File: config.mk
export PLATFORM = sky130hd
export DESIGN_NAME = platform_host_sequencer
export DESIGN_NICKNAME = d
export VERILOG_FILES = /design/src/rtl/platform_host_sequencer.sv
export SDC_FILE = /design/constraint.sdc
export NUM_CORES = 1
export LEC_CHECK = 0
export ABC_AREA = 1
export CORE_MARGIN = 2
export CORE_UTILIZATION = 55
export CTS_BUF_LIST = sky130_fd_sc_hd__clkbuf_8 sky130_fd_sc_hd__clkbuf_16
export CTS_CLUSTER_SIZE = 12
export DETAILED_ROUTE_END_ITERATION = 7
export DONT_BUFFER_PORTS = 1
export GPL_ROUTABILITY_DRIVEN = 0
export PLACE_DENSITY = 0.67
export SYNTH_ARGS = -nofsm -noshare
export SYNTH_HDL_FRONTEND = slang
export SYNTH_SLANG_ARGS = --single-unit
File: constraint.sdc
create_clock -name clk -period 3.68 [get_ports clk]
set_input_delay 0.368 -clock clk [delete_from_list [all_inputs] [get_ports clk]]
set_output_delay 0.368 -clock clk [all_outputs]
set_load 0.01 [all_outputs]
File: src/rtl/platform_host_sequencer.sv
// Host-side load/run sequencer: streams an image into the platform ROM, pulses platform reset, then feeds operands and captures results.
// Latency: first ROM write 1 cycle after LOAD entry; din_req->din_rdy 1 cycle; dout_rdy rise->res_valid 1 cycle; last capture->done 1 cycle.
// Backpressure: op_ready drops when the operand FIFO is full or in reset; din_req with an empty FIFO simply waits.
//
// Ports:
//   clk, rst            single clock, synchronous active-low reset
//   start               begin load/run (accepted only in IDLE/DONE)
//   img_addr/img_data   synchronous image-memory read port (data one cycle after address)
//   sw_addr/sw_din/we_n platform program-ROM write port; mode=1 while loading
//   prst                platform reset pulse
//   op_data/op_valid/op_ready  operand enqueue
//   din/din_rdy/din_req 4-phase operand handshake to the platform
//   dout/dout_rdy       platform result, captured on the rising edge of dout_rdy
//   res_data/res_valid  captured result, one-cycle pulse
//   busy/done/timeout   sequence status

module platform_host_sequencer_fifo #(
    parameter int WIDTH = 32,
    parameter int DEPTH = 4
) (
    input  logic             clk,
    input  logic             rst,
    input  logic             clr,
    input  logic             push_vld,
    output logic             push_rdy,
    input  logic [WIDTH-1:0] push_dat,
    input  logic             pop_rdy,
    output logic             pop_vld,
    output logic [WIDTH-1:0] pop_dat
);
    // Generic single-clock FIFO, no bypass.
    // Latency: a pushed word is visible at the head on the next cycle.
    // Backpressure: push_rdy low when full or held in reset; push and pop may coincide.

    localparam int PTR_W = $clog2(DEPTH);

    logic [WIDTH-1:0] mem [DEPTH];
    logic [PTR_W:0]   wr_ptr;
    logic [PTR_W:0]   rd_ptr;
    logic             full;
    logic             empty;
    logic             do_push;
    logic             do_pop;

    // Extra pointer bit distinguishes full from empty when the indices match.
    assign empty    = (wr_ptr == rd_ptr);
    assign full     = (wr_ptr[PTR_W] != rd_ptr[PTR_W]) &&
                      (wr_ptr[PTR_W-1:0] == rd_ptr[PTR_W-1:0]);
    assign push_rdy = rst && !full;
    assign pop_vld  = !empty;
    assign pop_dat  = mem[rd_ptr[PTR_W-1:0]];
    assign do_push  = push_vld && push_rdy;
    assign do_pop   = pop_rdy && !empty;

    always_ff @(posedge clk) begin
        if (!rst || clr) begin
            wr_ptr <= '0;
            rd_ptr <= '0;
        end else begin
            if (do_push) begin
                wr_ptr <= wr_ptr + 1'b1;
            end
            if (do_pop) begin
                rd_ptr <= rd_ptr + 1'b1;
            end
        end
    end

    // Storage needs no reset; the pointers define what is valid.
    always_ff @(posedge clk) begin
        if (do_push) begin
            mem[wr_ptr[PTR_W-1:0]] <= push_dat;
        end
    end

endmodule

module platform_host_sequencer #(
    parameter int ADDR_W      = 14,
    parameter int ROM_DEPTH   = 16384,
    parameter int BYTE_W      = 8,
    parameter int DATA_W      = 32,
    parameter int FIFO_DEPTH  = 4,
    parameter int PRST_CYCLES = 1,
    parameter int N_RES       = 1,
    parameter int TIMEOUT     = 65535
) (
    input  logic              clk,
    input  logic              rst,
    input  logic              start,
    output logic [ADDR_W-1:0] img_addr,
    input  logic [BYTE_W-1:0] img_data,
    output logic [ADDR_W-1:0] sw_addr,
    output logic [BYTE_W-1:0] sw_din,
    output logic              we_n,
    output logic              mode,
    output logic              prst,
    input  logic [DATA_W-1:0] op_data,
    input  logic              op_valid,
    output logic              op_ready,
    output logic [DATA_W-1:0] din,
    output logic              din_rdy,
    input  logic              din_req,
    input  logic [DATA_W-1:0] dout,
    input  logic              dout_rdy,
    output logic [DATA_W-1:0] res_data,
    output logic              res_valid,
    output logic              busy,
    output logic              done,
    output logic              timeout
);

    typedef enum logic [2:0] {
        S_IDLE,
        S_LOAD,
        S_PRST,
        S_RUN,
        S_DONE
    } state_t;

    localparam logic [ADDR_W-1:0] LAST_ADDR = ADDR_W'(ROM_DEPTH - 1);
    localparam logic [31:0]       PRST_LAST = 32'(PRST_CYCLES - 1);
    localparam logic [31:0]       RES_LAST  = 32'(N_RES - 1);
    localparam logic [31:0]       TMO_LAST  = 32'(TIMEOUT - 1);
    localparam bit                TMO_EN    = (TIMEOUT != 0);

    state_t            state;
    logic [31:0]       prst_cnt;
    logic [31:0]       res_cnt;
    logic [31:0]       tmo_cnt;
    logic              dout_rdy_q;

    logic              start_acc;
    logic              fifo_vld;
    logic [DATA_W-1:0] fifo_dat;
    logic              fifo_pop;
    logic              capture;

    assign start_acc = start && ((state == S_IDLE) || (state == S_DONE));
    assign fifo_pop  = (state == S_RUN) && din_req && !din_rdy && fifo_vld;
    assign capture   = (state == S_RUN) && dout_rdy && !dout_rdy_q;

    // The image memory returns data one cycle after the address, which is
    // exactly the cycle the write is presented, so the data passes straight
    // through while a write is active and reads as zero otherwise.
    assign sw_din = we_n ? '0 : img_data;

    platform_host_sequencer_fifo #(
        .WIDTH (DATA_W),
        .DEPTH (FIFO_DEPTH)
    ) u_op_fifo (
        .clk      (clk),
        .rst      (rst),
        .clr      (start_acc),
        .push_vld (op_valid),
        .push_rdy (op_ready),
        .push_dat (op_data),
        .pop_rdy  (fifo_pop),
        .pop_vld  (fifo_vld),
        .pop_dat  (fifo_dat)
    );

    always_ff @(posedge clk) begin
        if (!rst) begin
            state      <= S_IDLE;
            img_addr   <= '0;
            sw_addr    <= '0;
            we_n       <= 1'b1;
            mode       <= 1'b0;
            prst       <= 1'b0;
            din        <= '0;
            din_rdy    <= 1'b0;
            res_data   <= '0;
            res_valid  <= 1'b0;
            busy       <= 1'b0;
            done       <= 1'b0;
            timeout    <= 1'b0;
            prst_cnt   <= '0;
            res_cnt    <= '0;
            tmo_cnt    <= '0;
            dout_rdy_q <= 1'b0;
        end else begin
            res_valid  <= 1'b0;
            dout_rdy_q <= dout_rdy;

            // Return-to-zero half of the operand handshake.
            if (din_rdy && !din_req) begin
                din_rdy <= 1'b0;
            end

            case (state)
                S_IDLE, S_DONE: begin
                    if (start) begin
                        state    <= S_LOAD;
                        img_addr <= '0;
                        we_n     <= 1'b1;
                        mode     <= 1'b1;
                        busy     <= 1'b1;
                        done     <= 1'b0;
                        timeout  <= 1'b0;
                        res_cnt  <= '0;
                        din_rdy  <= 1'b0;
                    end
                end

                S_LOAD: begin
                    if (!we_n && (sw_addr == LAST_ADDR)) begin
                        // The last word is being written this cycle.
                        state    <= S_PRST;
                        we_n     <= 1'b1;
                        mode     <= 1'b0;
                        prst     <= 1'b1;
                        prst_cnt <= '0;
                    end else begin
                        // Write follows the read address by one cycle; the
                        // read address parks on the last word instead of wrapping.
                        sw_addr <= img_addr;
                        we_n    <= 1'b0;
                        if (img_addr != LAST_ADDR) begin
                            img_addr <= img_addr + 1'b1;
                        end
                    end
                end

                S_PRST: begin
                    if (prst_cnt == PRST_LAST) begin
                        state   <= S_RUN;
                        prst    <= 1'b0;
                        tmo_cnt <= '0;
                    end else begin
                        prst_cnt <= prst_cnt + 32'd1;
                    end
                end

                S_RUN: begin
                    if (fifo_pop) begin
                        din     <= fifo_dat;
                        din_rdy <= 1'b1;
                    end
                    if (capture) begin
                        res_data  <= dout;
                        res_valid <= 1'b1;
                        res_cnt   <= res_cnt + 32'd1;
                    end

                    if (capture && (res_cnt == RES_LAST)) begin
                        state <= S_DONE;
                        busy  <= 1'b0;
                        done  <= 1'b1;
                    end else if (fifo_pop || capture) begin
                        tmo_cnt <= '0;
                    end else if (TMO_EN && (tmo_cnt == TMO_LAST)) begin
                        state   <= S_DONE;
                        busy    <= 1'b0;
                        done    <= 1'b1;
                        timeout <= 1'b1;
                    end else begin
                        tmo_cnt <= tmo_cnt + 32'd1;
                    end
                end

                default: begin
                    state <= S_IDLE;
                end
            endcase
        end
    end

endmodule
==> impl_metrics.tcl <==
set metrics [dict create \
    run_status "completed" \
    clock_tree.htree_level_count 2 \
    wirelength_um 40000 \
    clkLatencyLatePin_ps 540 \
    cts.clk_slew.worst_paths_ps 60 \
    core_area_sq_mm 0.0277 \
    layout_commonest_cell "nor2_1" \
    crit_required_ps 3830 \
    tritoncts "yes" \
    period_minus_slack_ps 2990 \
    criticalPathCategory "flop to flop" \
    drt_met1_wl_um 16700 \
    setup_viol 0 \
    synthFlopType "dfxtp_1" \
    crit_path_max_fanout 32 \
    viasPerCell 5.45 \
    swShare_pct 27.7 \
    rrSetupSlack_ps 690 \
    wire_length_of_the_first_global_routing_pass_um 62500 \
    fp-row-count 61 \
    synth_seq_area_share_pct 51.7 \
    postSynthRegisterBits 334 \
    post_synth_inst_count 1986 \
    drc_markers 0 \
    design_area_sq_mm 0.0176 \
    power.density_cell_area_mw_per_mm2 510 \
    timing.critical_path.cells "inv_1, nand2_1, nand2_1, nand2_1, o21ai_0, inv_1, nand2_1, nor2_4" \
    critical_path.most_common_cell "nand2_1" \
    synth_enable_flop_cells 128 \
    gr-usage-all-layers_pct 26.6 \
    route.met3.wl_um 2810 \
    power_leakage_uw 0.00649 \
    postRouteAntennaNets 0 \
    worst_setup_path_endpoint "u_op_fifo.mem[1][28]" \
    top_layer_used "met5" \
    yosys_warnings 0 \
    first_pass_iters 7 \
    postSynthAreaPerCell_sq_um 7.76 \
    grt_start_max_net_pins 71 \
    full_die_area_sq_mm 0.0294 \
    final_layout_size_suffix_gt1_share_pct 5.41 \
    fillerInstances 2387 \
    die-width_um 171 \
    crit_path_start_kind "flop" \
    routed-via-count 13300 \
    critical_path.endpoint_type "flop" \
    timing.rr.end "u_op_fifo.mem[1][28]" \
    maxSlewHeadroom_pct 25.9 \
    antenna_found_initial 2 \
    combinationalPowerShare_pct 11.8 \
    detailed_place_hpwl_um 25400 \
    setup_ws_ps 695 \
    cp.arrival_ps 3140 \
    worst-path-stages 8 \
    setup_tns_ps 0 \
    synthArstFlopShare_pct 0 \
    floorplan.initialDensity_pct 55.6 \
    antenna_cells 0 \
    path_buf_inv 2 \
    number_of_different_library_cells_in_the_post_synthesis_netlist 44 \
    numPortBuffers 0 \
    yosys.area.top_type "dfxtp_1" \
    worst-slew-pin-transition_ps 1110 \
    netlist_area_sq_mm 0.0154 \
    detailedPlace.worstSlack_ps 683 \
    layout.cells.most_common_list "nor2_1, nand2_1, dfxtp_1" \
    p_switching_uw 2480 \
    share_clk_of_total_power_pct 40.6 \
    synth_top_area_share_pct 26.8 \
    timing.final.max_slew_violations 0 \
    cts_inserted_buffers 37 \
    clock_path_buffers 3 \
    synthesized_netlist_net_count 2076 \
    cts-resized-gates 0 \
    placement.cell_area_sq_mm 0.0157 \
    path_delay_family "simple AND/OR/NAND/NOR gates" \
    finalHoldViolCount 0 \
    clock_sink_count 334 \
    crit_path_top_delay_cell "nor2_4" \
    clk_root_buffer_cell "clkbuf_16" \
    fmaxAchievable_mhz 335 \
    fp.dieH_um 171 \
    grt_setup_unrepaired "false" \
    critical_path.reg2reg.startpoint "u_op_fifo.rd_ptr[0]" \
    internal_power_uw 6470 \
    route.detailed.wl_per_inst_um 16.4 \
    met2_routed_wl_um 19200 \
    crit_path_start "u_op_fifo.rd_ptr[0]" \
    cpPeakStageDelay_ps 960 \
    synth_area_leaders "dfxtp_1, edfxtp_1, nor2_1, nand2_1, o21ai_0" \
    worst_ir_drop_vdd_mv 0.419 \
    drt-initial-drc-count 1131 \
    num_io_pins 187 \
    cap_violations 0 \
    nets 2118 \
    holdCritPathClass "primary input to flop" \
    gr-total-overflow 0 \
    period_share_pct 81.1 \
    clock-skew-final_ps 14.4 \
    seq_power_share_pct 47.6 \
    grt_pass1_vias 12300 \
    post_cts_buffers 0 \
    reg2regPathDepth 8 \
    areaGrowthSynthToFinish_pct 13.9 \
]
-- cell families after synthesis --
kind of cell / count (synthesis) / synth area share, %
xor gates and xnor gates: 15 / 0.852
DFF: 334 / 51.7
AOI/OAI and AO/OA: 323 / 11.1
adders and majority gates: 12 / 0.974
buffers and inverters: 248 / 6.49
and+or+nand+nor: 1054 / 28.9
-- state kept, by name, indices dropped and copies added (netlist names), 3 cells and up --
| signal | flops |
|---|---|
| u_op_fifo.rd_ptr | 3 |
| u_op_fifo.wr_ptr | 3 |
| sw_addr | 14 |
| u_op_fifo.mem | 128 |
| res_data | 32 |
| tmo_cnt | 32 |
| res_cnt | 32 |
| state | 3 |
| img_addr | 14 |
| prst_cnt | 32 |
| din | 32 |
-- timing repair --
item                                   CTS  global route
setup endpoints to repair                0             0
hold buffers                            70             0
endpoints found under the hold margin  201             0
-- final cells by class --
type | count | area (sq um) | area share (%)
clock inverters | 26 | 236 | 1.35
clock buffers | 38 | 951 | 5.42
multi-input cells | 1404 | 6480 | 36.9
inverters | 167 | 627 | 3.57
well taps | 378 | 473 | 2.69
repair buffers | 84 | 823 | 4.69
flip-flops and latches | 334 | 7970 | 45.4
-- power groups by stage --
stage	clock [uW]	sequential (uW)	combinational [uW]
after global placement	0	4340	937
after global routing	3840	4280	1180
after CTS	3680	4260	1050
final	3640	4260	1050
after detailed placement	0	4340	954
after floorplan	0	4250	781
-- per-stage QoR --
stage / instances / total power, uW / util, % / hold slack, ps
2_1_floorplan: 1986 / 5030 / - / 453
3_3_place_gp: 2297 / 5280 / 56.5 / 463
3_5_place_dp: 2297 / 5300 / 56.5 / 466
4_1_cts: 2431 / 9000 / 63.4 / 1.72
5_1_grt: 2431 / 9300 / 63.4 / 11.9
6_report: 2431 / 8950 / 63.4 / 19.7
-- how the worst min path moves through the flow --
stage	startpoint	endpoint	slack, ps	depth (start not counted)
6_report	rst	sw_addr[1]	20	2
2_1_floorplan	tmo_cnt[30]	tmo_cnt[30]	450	2
3_3_place_gp	tmo_cnt[30]	tmo_cnt[30]	460	2
5_1_grt	dout[22]	res_data[22]	10	2
3_5_place_dp	dout_rdy	dout_rdy_q	470	2
4_1_cts	rst	sw_addr[1]	2	2
-- metal layers --
layer | up-vias | track usage (%)
met3 | 85 | 6.90
met2 | 364 | 44.6
met5 | - | 0
met1 | 6165 | 33.0
met4 | 2 | 10.1
li1 | 6644 | -
-- worst register-to-register path: cells and delay by family, from the launching register on --
| kind | cells | cell delay, ps |
|---|---|---|
| compound gates | 1 | 80 |
| buf+inv | 2 | 290 |
| flops | 1 | 710 |
| simple gates | 5 | 1500 |
-- Yosys cell counts (5+ instances only) --
master / number
a21oi_1: 100
a31oi_1: 33
buf_1: 7
buf_2: 17
buf_6: 5
clkbuf_1: 49
dfxtp_1: 206
edfxtp_1: 128
ha_1: 12
inv_1: 154
inv_2: 10
nand2_1: 381
nand3_1: 119
nand4_1: 38
nor2_1: 419
nor2_2: 7
nor2_4: 5
nor3_1: 57
o21ai_0: 165
o21ai_1: 8
o21bai_1: 5
or2_2: 8
xor2_1: 12
No activity file was read; power rests on OpenSTA's default activity.
